### src/rtl/tick_ctrl_pkg.sv
// Shared definitions for the tick/step controller: controller state encoding
// and the default parameter widths used by the top and its divider.
package tick_ctrl_pkg;

    typedef enum logic [1:0] {
        IDLE  = 2'd0,
        RUN   = 2'd1,
        BURST = 2'd2
    } tick_state_e;

    localparam int DEFAULT_DIVIDER_BITS = 16;
    localparam int DEFAULT_BURST_BITS   = 8;
    localparam int DEFAULT_COUNT_BITS   = 32;

endpackage

### src/rtl/tick_divider.sv
// Reloadable down-counter. A load forces the count to load_value; while
// enabled the count decrements and reloads itself on reaching zero, so the
// zero flag repeats every load_value+1 enabled cycles.
module tick_divider
    import tick_ctrl_pkg::*;
#(
    parameter int Width = DEFAULT_DIVIDER_BITS
) (
    input  logic             GlobalClock,
    input  logic             ResetN,
    input  logic             load,
    input  logic             enable,
    input  logic [Width-1:0] load_value,
    output logic             is_zero
);

    logic [Width-1:0] cnt = '0;

    // Count register: explicit load wins, otherwise count down and wrap to load_value.
    always_ff @(posedge GlobalClock) begin
        // NOTE: registers use <= so every flop updates from pre-edge values, independent of statement order.
        if (!ResetN) begin
            cnt <= '0;
        end else if (load) begin
            cnt <= load_value;
        end else if (enable) begin
            if (cnt == '0) begin
                cnt <= load_value;
            end else begin
                cnt <= cnt - Width'(1);
            end
        end
    end

    assign is_zero = (cnt == '0);

endmodule

### src/rtl/tick_step_controller.sv
// Tick/step controller: emits one-cycle ClockTick enables at a programmable
// period, either free-running (RUN) or for a fixed burst (BURST), and keeps
// a running total of emitted ticks.
module tick_step_controller
    import tick_ctrl_pkg::*;
#(
    parameter int DividerBits = DEFAULT_DIVIDER_BITS,
    parameter int BurstBits   = DEFAULT_BURST_BITS,
    parameter int CountBits   = DEFAULT_COUNT_BITS
) (
    input  logic                   GlobalClock,
    input  logic                   ResetN,
    input  logic [DividerBits-1:0] DivideValue,
    input  logic                   RunCmd,
    input  logic                   HaltCmd,
    input  logic                   StepCmd,
    input  logic [BurstBits-1:0]   BurstCount,
    output logic                   ClockTick,
    output logic                   Running,
    output logic                   BurstDone,
    output logic [CountBits-1:0]   TickCount
);

    tick_state_e          state = IDLE;
    tick_state_e          state_next;
    logic [BurstBits-1:0] remaining = '0;
    logic [BurstBits-1:0] remaining_next;
    logic [CountBits-1:0] tick_count = '0;
    logic                 burst_done = 1'b0;
    logic                 burst_done_next;
    logic                 cnt_load;
    logic                 cnt_zero;

    // The divider counts only while running; it is loaded when IDLE accepts a command.
    tick_divider #(
        .Width (DividerBits)
    ) u_divider (
        .GlobalClock (GlobalClock),
        .ResetN      (ResetN),
        .load        (cnt_load),
        .enable      (Running),
        .load_value  (DivideValue),
        .is_zero     (cnt_zero)
    );

    // Outputs decode from registers only, never from the command inputs.
    assign Running   = (state != IDLE);
    assign ClockTick = Running & cnt_zero;
    assign BurstDone = burst_done;
    assign TickCount = tick_count;

    // Next-state logic with command priority Halt > Step > Run.
    always_comb begin
        // NOTE: every signal written here is defaulted first, so no branch can leave one unassigned and infer a latch.
        state_next      = state;
        remaining_next  = remaining;
        burst_done_next = 1'b0;
        cnt_load        = 1'b0;

        unique case (state)
            IDLE: begin
                if (HaltCmd) begin
                    state_next = IDLE;
                end else if (StepCmd) begin
                    // A zero-length burst is accepted as a no-op.
                    if (BurstCount != '0) begin
                        state_next     = BURST;
                        remaining_next = BurstCount;
                        cnt_load       = 1'b1;
                    end
                end else if (RunCmd) begin
                    state_next = RUN;
                    cnt_load   = 1'b1;
                end
            end

            RUN: begin
                if (HaltCmd) begin
                    state_next = IDLE;
                end
            end

            BURST: begin
                if (ClockTick) begin
                    remaining_next = remaining - BurstBits'(1);
                end
                if (HaltCmd) begin
                    state_next = IDLE;
                end else if (RunCmd && !StepCmd) begin
                    // Switch to free-running without disturbing the current period.
                    state_next = RUN;
                end else if (ClockTick && (remaining == BurstBits'(1))) begin
                    state_next      = IDLE;
                    burst_done_next = 1'b1;
                end
            end

            default: begin
                state_next = IDLE;
            end
        endcase
    end

    // State, burst length, completion pulse and tick total registers.
    always_ff @(posedge GlobalClock) begin
        if (!ResetN) begin
            state      <= IDLE;
            remaining  <= '0;
            burst_done <= 1'b0;
            tick_count <= '0;
        end else begin
            state      <= state_next;
            remaining  <= remaining_next;
            burst_done <= burst_done_next;
            if (ClockTick) begin
                tick_count <= tick_count + CountBits'(1);
            end
        end
    end

endmodule
### config.mk
export PLATFORM = sky130hd
export DESIGN_NAME = tick_step_controller
export DESIGN_NICKNAME = d
export VERILOG_FILES = /design/src/rtl/tick_ctrl_pkg.sv /design/src/rtl/tick_divider.sv /design/src/rtl/tick_step_controller.sv
export SDC_FILE = /design/constraint.sdc
export NUM_CORES = 1
export LEC_CHECK = 0
export ABC_AREA = 0
export CAP_MARGIN = 25
export CORE_MARGIN = 2
export CORE_UTILIZATION = 40
export CTS_BUF_LIST = sky130_fd_sc_hd__clkbuf_8
export DETAILED_ROUTE_END_ITERATION = 16
export GPL_TIMING_DRIVEN = 0
export PLACE_DENSITY = 0.63
export SLEW_MARGIN = 20
export SYNTH_ARGS = -nofsm -noshare
export SYNTH_HDL_FRONTEND = slang
export SYNTH_HIERARCHICAL = 1
export SYNTH_SLANG_ARGS = --single-unit
### constraint.sdc
create_clock -name GlobalClock -period 4.3 [get_ports GlobalClock]
set_clock_uncertainty 0.1 [all_clocks]
set_input_delay 1.29 -clock GlobalClock [delete_from_list [all_inputs] [get_ports GlobalClock]]
set_output_delay 1.29 -clock GlobalClock [all_outputs]
set_load 0.02 [all_outputs]
## After elaboration in Yosys (flattened, before gate mapping)

Index checks and enable logic that the tools add are counted.

| storage, ports and cells | value |
|---|---|
| flip-flop bits (word level) | 59 |
| latch bits | 0 |
| bits in writable memories | 0 |
| memory bits (read-only) | 0 |
| output and inout port bits | 35 |
| word-level logic and storage cells | 57 |
| memories | 0 |

| cells by class | value |
|---|---|
| add/sub/neg operators | 3 |
| multiply operators | 0 |
| divide/modulo/power cells | 0 |
| $lt $le $gt $ge | 0 |
| equality and inequality tests | 11 |
| shift-type cells | 0 |
| multiplexer cells | 23 |
| bitwise operators | 3 |
| reductions and logical operators | 12 |

Operators with widths:

| cell | count |
|---|---|
| 16-bit 2-to-1 mux | 3 |
| 32-bit by 1-bit adder with 32-bit output, second input constant | 1 |
| 8-bit 2-to-1 mux | 4 |
| 16-bit logical NOT | 1 |
| 2-bit 2-to-1 mux | 8 |
| 8-bit one-hot mux with 2 select lines | 1 |
| 16-bit by 1-bit subtractor with 16-bit output, second input constant | 1 |
| 4-bit inequality test, second input constant | 3 |
| 2-bit inequality test, second input constant | 5 |
| 8-bit by 1-bit equality test with 1-bit output, second input constant | 1 |
| 8-bit nonzero test | 1 |
| 8-bit by 1-bit subtractor with 8-bit output, second input constant | 1 |
| 1-bit 2-to-1 mux | 6 |
| 2-bit one-hot mux with 3 select lines | 1 |
| 2-bit nonzero test | 3 |
| 5-bit AND reduction | 1 |
| 4-bit AND reduction | 1 |
| 4-bit OR reduction | 1 |
| 2-bit by 1-bit equality test with 1-bit output, second input constant | 1 |
| 2-bit equality test, second input constant | 1 |
| 1-bit logical AND | 2 |
| 2-bit logical NOT | 1 |
| 1-bit inverter | 2 |
| 1-bit AND | 1 |
| 1-bit logical NOT | 1 |

## Depth between registers and ports, before layout

| logic depth | value |
|---|---|
| depth after elaboration | 7 |
| gate-level depth with buffers | 11 |
| mapped depth without buffers | 9 |

## Hierarchy

The synthesis kept the hierarchy.

By module, submodules not included:

| module | instances | cells each | area an instance (sq um) | sequential area each (sq um) |
|---|---|---|---|---|
| tick_step_controller | 1 | 283 | 2283.4 | 860.8 |
| tick_divider | 1 | 145 | 1156.1 | 320.3 |

## Worst setup path before layout

Ideal clock, no wire load.

| timing path | value |
|---|---|
| kind | flip-flop to output port |
| start | register u_divider.cnt[0] |
| end | output ClockTick |
| data arrival time | 1901 ps |
| required time | 2910 ps |
| setup slack | 1009 ps |
| stages on the path, launching flop included | 8 |
| cells stage by stage | dfxtp_1 -> inv_1 -> ha_1 -> or3b_2 -> nor4_4 -> buf_6 -> o21ai_2 -> inv_2 |

| on the way | value |
|---|---|
| longest elaborated chain between the ends | 2 |

RTL lines:

| item | line | RTL |
|---|---|---|
| start, declared | tick_divider.sv:17 | `logic [Width-1:0] cnt = '0;` |
| start signal, assigned | tick_divider.sv:25 | `cnt <= load_value;` |
| start signal, assigned | tick_divider.sv:28 | `cnt <= load_value;` |
| start signal, assigned | tick_divider.sv:30 | `cnt <= cnt - Width'(1);` |
| 16-bit logical NOT | tick_divider.sv:35 | `assign is_zero = (cnt == '0);` |
| via cnt_zero | tick_step_controller.sv:32 | `logic cnt_zero;` |
| 1-bit AND | tick_step_controller.sv:48 | `assign ClockTick = Running & cnt_zero;` |
| end, declared | tick_step_controller.sv:18 | `output logic ClockTick,` |

The timed path passes the listed nets, and every way through them passes these cells.

## Worst setup path after layout

| timing path | value |
|---|---|
| start | register u_divider.cnt[13] |
| end | output ClockTick |

The elaborated chain is that of the path after synthesis.

==> results.sh <==
export IMPL_rsz0062_at_grt="no"
export IMPL_synth_seq_cells=59
export IMPL_start_util=0.417
export IMPL_place_ws_ps=204
export IMPL_ctsLongestPathBuffers=2
export IMPL_routedWlPerCell_um=15.9
export IMPL_cts_num_sinks=59
export IMPL_cp_top_family="simple AND/OR/NAND/NOR gates"
export IMPL_path_buf_inv=4
export IMPL_path_max_fanout=11
export IMPL_setup_viol=0
export IMPL_critPathSlowestCell="or4_1"
export IMPL_grt_antenna_before_repair=0
export IMPL_synthToLayoutAreaGrowth_pct=29.2
export IMPL_netlist_area_um2=3440
export IMPL_syn_avg_cell_area_um2=8.04
export IMPL_ys_types=77
export IMPL_row_count=33
export IMPL_fin_util=0.538
export IMPL_cts_max_level=3
export IMPL_drt_iter0_drc=204
export IMPL_netlist_instances=428
export IMPL_grt_pass1_vias=3379
export IMPL_status="complete, no violations"
export IMPL_yosys_cell_count_top_type="dfxtp_1"
export IMPL_yosysSeqAreaShare=0.343
export IMPL_fin_nets=536
export IMPL_final_hold_viol_count=0
export IMPL_post_route_drc_count=0
export IMPL_ir_drop_v=0.000180
export IMPL_grt_usage=0.209
export IMPL_clock_root_buffer="clkbuf_8"
export IMPL_grt_max_degree=12
export IMPL_path_clk_slew_ps=70
export IMPL_synthTopCellsByArea="dfxtp_1 34%, a21oi_1 6.0%, nand2_1 3.8%, nor2_1 3.6%, or4_1 3.1%"
export IMPL_grt_util_met1=0.294
export IMPL_final_min_clock_period_ps=3870
export IMPL_max_freq_ghz=0.258
export IMPL_critical_path_cell_chain="clkbuf_2 -> or4_1 -> nor4_4 -> buf_6 -> o21ai_2 -> inv_2 -> dlymetal6s2s_1"
export IMPL_antennaDiodeCount=0
export IMPL_synth_top_cell_by_area="dfxtp_1"
export IMPL_grt_use_met2=0.319
export IMPL_dr_pass1_iters=6
export IMPL_yosys_warnings=6
export IMPL_dpl_hpwl_mm=6.96
export IMPL_synth_edf_count=0
export IMPL_synth_commonest_cells="59 x dfxtp_1, 41 x a21oi_1, 35 x nand2_1"
export IMPL_power_density_nw_per_um2=345
export IMPL_maxCapViolations=0
export IMPL_cts_tree="built"
export IMPL_routed_wirelength_mm=9.74
export IMPL_grt_ovfl_total=0
export IMPL_postRouteAntennaNets=0
export IMPL_finalCritPeriodShare=0.900
export IMPL_routed_via_density=5.88
export IMPL_syn_num_nets=462
export IMPL_cts_made_buffers=9
export IMPL_critPathLaunchType="register"
export IMPL_fillCellCount=795
export IMPL_fp_dieW_um=96.7
export IMPL_cp_end_kind="output pin"
export IMPL_crit_type="register to output pin"
export IMPL_synth_flop_cell="dfxtp_1"
export IMPL_hp_class="register to register"
export IMPL_port_buffers=62
export IMPL_grt_busiest_layer="met2"
export IMPL_vias=3600
export IMPL_setup_slack_ps=430
export IMPL_insertion_delay_ps=340
export IMPL_tightest_slew_ps=798
export IMPL_gr_usage_met3=0.0426
export IMPL_multiInputGateArea_um2=2040
export IMPL_synth_top_area_share=0.343
export IMPL_globalplace_congestion=0.895
export IMPL_dieArea_um2=9360
export IMPL_drive_above_1_share=0.0868
export IMPL_async_flop_share=0
export IMPL_required_ps=2910
export IMPL_grt_pass1_wl_mm=16.4
export IMPL_core_um2=8260
export IMPL_finalNonFillerCells=612
export IMPL_ios=64
export IMPL_regArea_um2=1180
export IMPL_p_leak_uw=0.00152
export IMPL_finalMaxSlewViolations=0
export IMPL_slew_headroom=0.463
export IMPL_worstPathArrival_ps=2480
export IMPL_crit_path_max_incr_delay_ps=570
export IMPL_die_y_um=96.7
export IMPL_numPlacedInstances=595
export IMPL_fin_setup_tns_ps=0
-- report_power, final --
part | internal [uW] | switching (uW) | leakage, uW
clock network | 397 | 225 | 0.000127
logic | 133 | 174 | 0.000910
registers | 572 | 30.2 | 0.000479
-- worst min-delay path, delay by kind of cell, from the launching register on --
family           cells  cell delay [ps]
flip-flops           1              310
AND/OR/NAND/NOR      1               60
AO/OA/AOI/OAI        1               60
-- flip-flops by register name, summed over array words and instances (netlist names) --
signal and cells:
state 2, u_divider/cnt 16, BurstDone 1, TickCount 32, remaining 8
-- what timing repair did --
action,CTS,global route
pin swaps,1,0
buffers inserted,1,0
gates resized for setup,0,1
hold buffers,0,0
endpoints found under the setup margin,1,1
-- logic make-up after synthesis --
family	Yosys count	synth area share
xor+xnor	10	0.0255
fa+ha+maj	5	0.0182
buf+inv	43	0.0644
flops	59	0.343
simple gates	192	0.312
mux	4	0.0116
compound gates	115	0.224
-- stage by stage --
| stage | total power (uW) | area, um^2 | hold slack (ps) |
|---|---|---|---|
| after floorplan | 823 | 3440 | 339 |
| after global placement | 909 | 4190 | 353 |
| after detailed placement | 913 | 4190 | 362 |
| after CTS | 1540 | 4440 | 371 |
| after global routing | 1610 | 4440 | 391 |
| final | 1530 | 4440 | 371 |
-- layer usage --
layer	up-vias	wire [um]	share of wire
met1	1704	4640	0.48
met4	0	164	0.017
met3	19	577	0.059
met2	122	4360	0.45
met5	-	0	0
li1	1755	-	-
-- cell type report --
class | count | area share
multi-input cells | 326 | 0.458
flip-flops and latches | 59 | 0.266
repair buffers | 63 | 0.142
plain buffers | 27 | 0.0363
clock buffers | 10 | 0.0310
well taps | 105 | 0.0296
clock inverters | 6 | 0.0234
inverters | 16 | 0.0135
-- cell usage in the layout, fill, tap and decap left out, types with 13 or more instances in the layout --
master            n
clkdlybuf4s50_1  61
clkbuf_1         14
dfxtp_1          59
nand2_1          35
nand3_1          16
nor3_1           13
inv_1            15
nand4_1          14
nor2_1           33
o21ai_0          15
a21oi_1          41
or4_1            14
-- final timing paths --
path	startpoint	end	slack, ps	cells past startpoint
worst max register to register	u_divider/cnt[13]$_SDFFE_PN0P_	TickCount[15]$_SDFFE_PN0P_	1100	10
worst max-delay path	u_divider/cnt[13]$_SDFFE_PN0P_	ClockTick	430	7
worst min-delay path	remaining[5]$_SDFFE_PN0P_	remaining[5]$_SDFFE_PN0P_	370	2
worst min register to register	remaining[5]$_SDFFE_PN0P_	remaining[5]$_SDFFE_PN0P_	370	2
(Power assumes the default switching activity.)
